--- src/rtl/alu_wb_stage.sv ---
// ALU write-back stage.
// Buffers ALU results in a small FIFO with their {N,Z,C,V} flags. It also
// maintains the architectural flag register and a sticky overflow bit,
// both of which update on each accepted result.
module alu_wb_stage #(
  parameter int DEPTH = 4
) (
  input  logic                       clk,
  input  logic                       rst,
  input  logic                       in_valid,
  output logic                       in_ready,
  input  logic [2:0]                 in_op,
  input  logic [31:0]                in_out,
  input  logic                       in_zero,
  input  logic                       in_overflow,
  input  logic                       in_cout,
  output logic                       out_valid,
  input  logic                       out_ready,
  output logic [31:0]                out_data,
  output logic [3:0]                 out_flags,
  output logic [3:0]                 flags_q,
  output logic                       sticky_v,
  input  logic                       clr_sticky,
  output logic [$clog2(DEPTH):0]     count
);

  localparam int AW = $clog2(DEPTH);
  localparam int CW = AW + 1;

  localparam logic [2:0] OP_ADD = 3'b010;
  localparam logic [2:0] OP_SUB = 3'b110;
  localparam logic [2:0] OP_SLT = 3'b111;

  // ADD, SUB and SLT produce meaningful carry/overflow; all other ops are logical.
  function automatic logic is_arith(input logic [2:0] op);
    logic r;
    case (op)
      OP_ADD:  r = 1'b1;
      OP_SUB:  r = 1'b1;
      OP_SLT:  r = 1'b1;
      default: r = 1'b0;
    endcase
    return r;
  endfunction

  // Pack the ALU status outputs into {N,Z,C,V}.
  function automatic logic [3:0] pack_flags(input logic [31:0] res, input logic z,
                                            input logic c, input logic v);
    return {res[31], z, c, v};
  endfunction

  logic [31:0]   data_mem_r [DEPTH];
  logic [3:0]    flag_mem_r [DEPTH];
  logic [AW-1:0] wr_ptr_r;
  logic [AW-1:0] rd_ptr_r;
  logic [CW-1:0] count_r;
  logic [3:0]    flags_r;
  logic          sticky_r;

  logic          full_s;
  logic          empty_s;
  logic          push_s;
  logic          pop_s;
  logic [3:0]    new_flags_s;
  logic          arith_s;

  // Both handshakes are derived only from registered occupancy, so nothing
  // passes through combinationally from input to output.
  assign full_s      = (count_r == CW'(DEPTH));
  assign empty_s     = (count_r == {CW{1'b0}});
  assign in_ready    = ~full_s;
  assign out_valid   = ~empty_s;
  assign push_s      = in_valid & ~full_s;
  assign pop_s       = out_ready & ~empty_s;
  assign new_flags_s = pack_flags(in_out, in_zero, in_cout, in_overflow);
  assign arith_s     = is_arith(in_op);
  assign count       = count_r;
  assign flags_q     = flags_r;
  assign sticky_v    = sticky_r;

  // Write accepted results into the storage array. Data is not reset, because
  // occupancy masks stale entries.
  always_ff @(posedge clk) begin
    if (!rst && push_s) begin
      data_mem_r[wr_ptr_r] <= in_out;
      flag_mem_r[wr_ptr_r] <= new_flags_s;
    end
  end

  // Update the pointers and occupancy. Pointers wrap naturally because DEPTH is a power of two.
  always_ff @(posedge clk) begin
    if (rst) begin
      wr_ptr_r <= {AW{1'b0}};
      rd_ptr_r <= {AW{1'b0}};
      count_r  <= {CW{1'b0}};
    end else begin
      if (push_s) begin
        wr_ptr_r <= wr_ptr_r + AW'(1);
      end
      if (pop_s) begin
        rd_ptr_r <= rd_ptr_r + AW'(1);
      end
      case ({push_s, pop_s})
        2'b10:   count_r <= count_r + CW'(1);
        2'b01:   count_r <= count_r - CW'(1);
        default: count_r <= count_r;
      endcase
    end
  end

  // Update the architectural flags on every push. Logical ops leave C and V untouched.
  always_ff @(posedge clk) begin
    if (rst) begin
      flags_r <= 4'b0000;
    end else if (push_s) begin
      if (arith_s) begin
        flags_r <= new_flags_s;
      end else begin
        flags_r <= {new_flags_s[3:2], flags_r[1:0]};
      end
    end else begin
      flags_r <= flags_r;
    end
  end

  // Sticky overflow. An overflowing arithmetic push beats a concurrent clear.
  always_ff @(posedge clk) begin
    if (rst) begin
      sticky_r <= 1'b0;
    end else if (push_s && arith_s && in_overflow) begin
      sticky_r <= 1'b1;
    end else if (clr_sticky) begin
      sticky_r <= 1'b0;
    end else begin
      sticky_r <= sticky_r;
    end
  end

  // Present the head entry, or zeros while the FIFO is empty.
  always_comb begin
    out_data  = 32'h0000_0000;
    out_flags = 4'b0000;
    if (!empty_s) begin
      out_data  = data_mem_r[rd_ptr_r];
      out_flags = flag_mem_r[rd_ptr_r];
    end else begin
      out_data  = 32'h0000_0000;
      out_flags = 4'b0000;
    end
  end

endmodule

--- config.mk ---
export PLATFORM = sky130hd
export DESIGN_NAME = alu_wb_stage
export DESIGN_NICKNAME = d
export VERILOG_FILES = /design/src/rtl/alu_wb_stage.sv
export SDC_FILE = /design/constraint.sdc
export NUM_CORES = 1
export LEC_CHECK = 0
export CAP_MARGIN = 20
export CORE_AREA = 2 2 126 128
export DETAILED_ROUTE_END_ITERATION = 16
export DIE_AREA = 0 0 128 130
export PLACE_DENSITY = 0.61
export RECOVER_POWER = 25
export SLEW_MARGIN = 20
export SYNTH_ARGS = -nofsm -noshare
export SYNTH_HDL_FRONTEND = slang
export SYNTH_SLANG_ARGS = --single-unit
--- constraint.sdc ---
create_clock -name clk -period 14.8 [get_ports clk]
set_input_delay 3.7 -clock clk [delete_from_list [all_inputs] [get_ports clk]]
set_output_delay 3.7 -clock clk [all_outputs]
set_load 0.05 [all_outputs]
==> results.py, run 1 <==
metrics = {
    "final_layout": {
        "fin_area_um2": 7730,
        "drive_above_1_share": 0.199,
        "num_antenna_cells": 0,
        "layout_common_cells": "edfxtp_1 (140), clkdlybuf4s50_1 (66), nor2b_1 (37), mux4_2 (35), dlygate4sd3_1 (22)",
        "layout_commonest_cell": "edfxtp_1",
        "nNetsFinal": 449,
        "area_growth_pct": 28.6,
    },
    "synthesis": {
        "ys_warn_count": 0,
        "syn_area_um2": 6010,
        "avgSynthCellArea_um2": 19.9,
        "synth_cell_types": 31,
        "syn_inst": 302,
        "synth_largest_area_cell": "edfxtp_1",
        "ys_seq_elements": 154,
        "synth_area_leaders": "edfxtp_1 (70%), mux4_2 (13%), dfxtp_1 (4.7%)",
        "synth_top_cell_area_share": 0.699,
        "syn_nets": 351,
        "synth-seq-area-share": 0.746,
    },
    "pwr": {
        "clkPwrFrac": 0.282,
        "cellPowerDensity_nw_per_um2": 202,
        "combPwrFrac": 0.383,
        "power_switching_share": 0.356,
        "p_int_mw": 1.01,
        "ir_drop_uv": 139,
        "pwr-share-seq": 0.335,
        "p_switching_mw": 0.557,
        "p_leak_nw": 2.51,
    },
    "route": {
        "highest_layer": "met4",
        "wl_met3_um": 591,
        "met2WireLength_mm": 5.68,
        "m1WireLength_mm": 4.68,
        "ant_nets": 0,
        "wire_per_inst_um": 18.3,
        "first_pass_iters": 4,
        "routed_via_density": 4.89,
        "wl_mm": 11.1,
        "num_vias": 2951,
        "drc": 0,
        "drtIter0Drc": 232,
    },
    "setup_path": {
        "reg2reg_slack_ns": 12.01,
        "required_ns": 11.10,
        "cp_data_arrival_time_ns": 2.79,
        "rr_worst_depth": 9,
        "cp-end-kind": "output pin",
        "r2r_start": "count[2]",
        "startpoint_type": "flop",
        "path_class": "reg2out",
        "rr_endpoint": "count[2]",
        "cp_max_fo": 35,
    },
    "timing": {
        "fin_setup_tns_ns": 0,
        "rsz0062_at_grt": "no",
        "finClkSkew_ns": 0.00542,
        "hold_ws_ns": 0.475,
        "max_clock_freq_mhz": 154,
        "hold_viol_final": 0,
        "slew_headroom": 0.343,
        "finalCriticalPeriod_ns": 6.49,
        "tightest_slew_ns": 0.986,
        "final-setup-viol-count": 0,
        "timing.final.crit_share": 0.439,
        "maxSlewViolCount": 0,
    },
    "clock_tree": {
        "clock_sinks": 154,
        "htreeDepth": 4,
        "post_cts_buffers": 0,
        "cts_buffer_depth": 2,
        "clk_latency_ns": 0.41,
        "cts_tree": "done",
        "cts_root_buf": "clkbuf_16",
        "cts_made_buffers": 17,
        "clk_pin_slew_ns": 0.06,
        "cts_resized": 0,
        "cts_hold_buf": 0,
    },
    "min_path": {
        "min_from": "flags_q[3]",
        "hold-path-endpoint": "flags_q[3]",
        "hold_path.class": "reg2reg",
        "hold_depth": 2,
    },
    "placed_design": {
        "gp_congestion": 0.695,
        "io_buffers": 88,
        "hpwl_mm": 6.68,
        "placed_cell_area_um2": 7130,
    },
    "job": {
        "cap_violations": 0,
    },
    "floorplan": {
        "ios": 89,
        "core_area_um2": 15400,
        "die_h_um": 130,
        "rows": 46,
        "initial_utilization": 0.390,
        "die_w_um": 128,
        "dieArea_um2": 16600,
    },
    "global_route": {
        "grt_pass1_wl_mm": 17.4,
        "grt_max_degree": 36,
        "grtUsageTotal": 0.143,
        "antenna_found_initial": 0,
        "grt_pass1_vias": 3202,
        "overflow": 0,
    },
    "outcome": {
        "status": "completed",
    },
}
==> cells by family (layout without fill, tap and decap cells) <==
logic type / count (synthesis) / after routing / synth area share
AO/OA/AOI/OAI: 8 / 8 / 0.00791
XOR/XNOR: 3 / 3 / 0.00437
adder cells (fa/ha/maj): 6 / 6 / 0.0137
buffers and inverters: 24 / 134 / 0.0196
flip-flops: 154 / 154 / 0.746
multiplexers: 40 / 40 / 0.140
AND/OR/NAND/NOR: 67 / 67 / 0.0683
==> synth_stat cells (all sizes together) <==
cell    instances
or3             2
inv             8
nand3           1
a21oi           3
nand2b         10
edfxtp        140
nor2            7
nand2           1
nand4           1
nor2b          37
mux4           35
fa              1
mux2            1
mux2i           4
nor3            1
dfxtp          14
o21ai           3
xor2            3
o31ai           1
or3b            1
buf            10
and2            2
nor3b           4
clkbuf          6
a21bo           1
ha              5
==> cell type report <==
class / instances / area [um2]
fill: 1299 / 7690
multi-input combinational: 124 / 1440
tap: 192 / 240
clock inverter: 13 / 176
sequential: 154 / 4490
timing repair buffer: 95 / 933
inverter: 8 / 30.0
clock buffer: 18 / 429
==> stage by stage <==
stage,cells,setup slack [ns],power [mW],utilization
after floorplan,302,7.62,0.956,-
after global placement,573,8.67,1.14,0.462
after detailed placement,573,8.68,1.14,0.462
after CTS,604,8.22,1.58,0.501
after global routing,604,8.11,1.63,0.501
final,604,8.31,1.56,0.501
==> routing by layer <==
layer | vias to the layer above | global-route usage
li1 | 1371 | -
met1 | 1500 | 0.173
met2 | 71 | 0.247
met3 | 9 | 0.0463
met4 | 0 | 0.0459
met5 | - | 0
==> power by group through the flow <==
stage,Combinational (mW),Sequential [mW],Clock (mW)
detailed placement,0.609,0.533,0
finish,0.598,0.523,0.441
global route,0.635,0.528,0.466
floorplan,0.416,0.539,0
global placement,0.607,0.531,0
CTS,0.611,0.524,0.449
==> critical path: stages (launching register included) <==
cell,delay [ns]
dfxtp_2,0.31
buf_4,0.58
mux4_2,0.59
nor2b_1,0.16
clkdlybuf4s50_1,0.74
==> worst max path at each step <==
stage,start,end,slack [ns]
global route,flop,out_flags[2],8.11
CTS,flop,out_data[31],8.22
global placement,flop,out_data[1],8.67
finish,flop,out_data[31],8.31
detailed placement,flop,out_data[10],8.68
floorplan,rst,data_mem_r[0][0],7.62
==> state kept, by name, indices dropped and copies added (netlist names), named ones only <==
name        flops
count           3
flag_mem_r     15
wr_ptr_r        2
sticky_v        1
rd_ptr_r        2
flags_q         4
data_mem_r    125
No activity file was read; power rests on OpenSTA's default activity.
==> run 2: changes to the inputs <==
==> constraint.sdc (replaced) <==
create_clock -name clk -period 6 [get_ports clk]
set_input_delay 1.5 -clock clk [delete_from_list [all_inputs] [get_ports clk]]
set_output_delay 1.5 -clock clk [all_outputs]
set_load 0.05 [all_outputs]
==> run 2 against run 1 <==
Effect of this change:
- first-iteration DRC count decreased by 13%
- die area unchanged
- worst hold slack lost 0.0025 ns
- global-route usage grew 0.45 points
- highest routed layer unchanged
==> results.py, run 2 (synthesis results as in run 1) <==
metrics = {
    "floorplan": {
        "die_h_um": 130,
        "die_w_um": 128,
        "core_area_um2": 15400,
        "ios": 89,
        "dieArea_um2": 16600,
        "initial_utilization": 0.390,
        "rows": 46,
    },
    "clock_tree": {
        "clk_latency_ns": 0.42,
        "htreeDepth": 4,
        "cts_hold_buf": 0,
        "clock_sinks": 154,
        "clk_pin_slew_ns": 0.06,
        "cts_resized": 0,
        "cts_buffer_depth": 2,
        "cts_root_buf": "clkbuf_16",
        "post_cts_buffers": 0,
        "cts_made_buffers": 17,
        "cts_tree": "done",
    },
    "final_layout": {
        "layout_commonest_cell": "edfxtp_1",
        "area_growth_pct": 30.0,
        "nNetsFinal": 453,
        "fin_cells": 610,
        "largest-register": "data_mem_r",
        "drive_above_1_share": 0.211,
        "layout_common_cells": "edfxtp_1 (140), clkdlybuf4s50_1 (66), nor2b_1 (37), mux4_2 (35), dlygate4sd3_1 (22)",
        "fillers": 1285,
        "largest_register_ffs": 125,
    },
    "global_route": {
        "grt_max_degree": 36,
        "antenna_found_initial": 1,
        "grt_pass1_wl_mm": 18.0,
        "grt_pass1_vias": 3299,
        "grtUsageTotal": 0.148,
        "overflow": 0,
    },
    "placed_design": {
        "place_ws_ns": 1.72,
        "placed_cells": 577,
        "hpwl_mm": 6.77,
        "io_buffers": 88,
        "gp_congestion": 0.718,
    },
    "min_path": {
        "hold-path-endpoint": "flags_q[3]",
        "hold_path.class": "reg2reg",
        "min_from": "flags_q[3]",
        "hold_depth": 2,
    },
    "setup_path": {
        "path_class": "reg2out",
        "required_ns": 4.50,
        "cp_max_fo": 20,
        "crit_slowest_cell": "dfxtp_2",
        "worstPathCellList": "buf_4 > mux4_2 > nor2b_1 > clkdlybuf4s50_1",
        "rr_endpoint": "count[2]",
        "cp_data_arrival_time_ns": 3.11,
        "slowest_delay_ns": 0.79,
        "cp-end-kind": "output pin",
        "r2r_start": "count[2]",
        "rr_worst_depth": 9,
        "reg2reg_slack_ns": 3.26,
        "startpoint_type": "flop",
    },
    "route": {
        "first_pass_iters": 5,
        "ant_nets": 0,
        "routed_via_density": 5.02,
        "drc": 0,
        "num_vias": 3061,
        "drtIter0Drc": 201,
        "wl_mm": 11.3,
        "wire_per_inst_um": 18.5,
    },
    "timing": {
        "maxSlewViolCount": 0,
        "hold_viol_final": 0,
        "max_clock_freq_mhz": 217,
        "hold_ws_ns": 0.472,
        "timing.final.crit_share": 0.768,
        "finClkSkew_ns": 0.00985,
        "final-setup-viol-count": 0,
        "fin_setup_tns_ns": 0,
        "tightest_slew_ns": 1.03,
        "finalCriticalPeriod_ns": 4.61,
        "rsz0062_at_grt": "no",
        "setup_slack_ns": 1.39,
        "slew_headroom": 0.313,
    },
    "outcome": {
        "status": "completed",
    },
    "pwr": {
        "cellPowerDensity_nw_per_um2": 507,
        "p_leak_nw": 2.55,
        "ir_drop_uv": 260,
    },
    "job": {
        "cap_violations": 0,
    },
}
-- run 2: changes by cell type in the layout (fill, tap and decap cells not counted) --
cell        previous run  this run
buf_4                  7        11
clkinv_2               3         4
clkinv_1               2         1
clkinv_4               2         0
diode_2                0         1
clkinvlp_4             1         3
bufinv_16              4         6
inv_6                  1         0
-- run 2: per-layer routing --
| metal | share of wire | GRT usage | vias up |
|---|---|---|---|
| met5 | 0 | 0 | - |
| met4 | 0.0051 | 0.0465 | 0 |
| met3 | 0.048 | 0.0496 | 7 |
| met2 | 0.50 | 0.238 | 83 |
| met1 | 0.45 | 0.192 | 1588 |
| li1 | - | - | 1383 |
-- run 2: layout make-up --
cell class,count,area [um2],area share
sequential,154,4490,0.574
multi-input combinational,124,1440,0.184
timing repair buffer,99,963,0.123
clock buffer,18,429,0.0549
tap,192,240,0.0307
clock inverter,14,226,0.0290
inverter,8,30.0,0.00384
antenna,1,2.50,0.000320
-- run 2: where the power goes --
part,switching [mW],internal [mW]
combinational,0.904,0.553
clock,0.401,0.774
sequential,0.0801,1.25
-- run 2: worst max-delay path by stage --
stage,start,endpoint,slack [ns],depth (start not counted)
final,flop,out_flags[3],1.39,4
after global routing,flop,out_flags[2],1.14,4
after CTS,flop,out_data[31],1.27,4
after detailed placement,flop,out_data[0],1.72,4
after global placement,flop,out_data[0],1.73,4
after floorplan,rst,data_mem_r[0][0],1.02,3
-- run 2: metrics by stage --
stage	utilization	area (um2)	total power, mW
3_3_place_gp	0.464	7160	2.82
2_1_floorplan	-	6010	2.36
6_report	0.507	7810	3.96
4_1_cts	0.506	7810	4.01
5_1_grt	0.506	7810	4.13
3_5_place_dp	0.464	7160	2.83
-- run 2: worst max-delay path: cells and delay by family, from the launching register on --
kind                   cells  cell delay, ns
multiplexers               1            0.55
AND/OR/NAND/NOR            1            0.16
buffers and inverters      2            1.17
flip-flops                 1            0.79
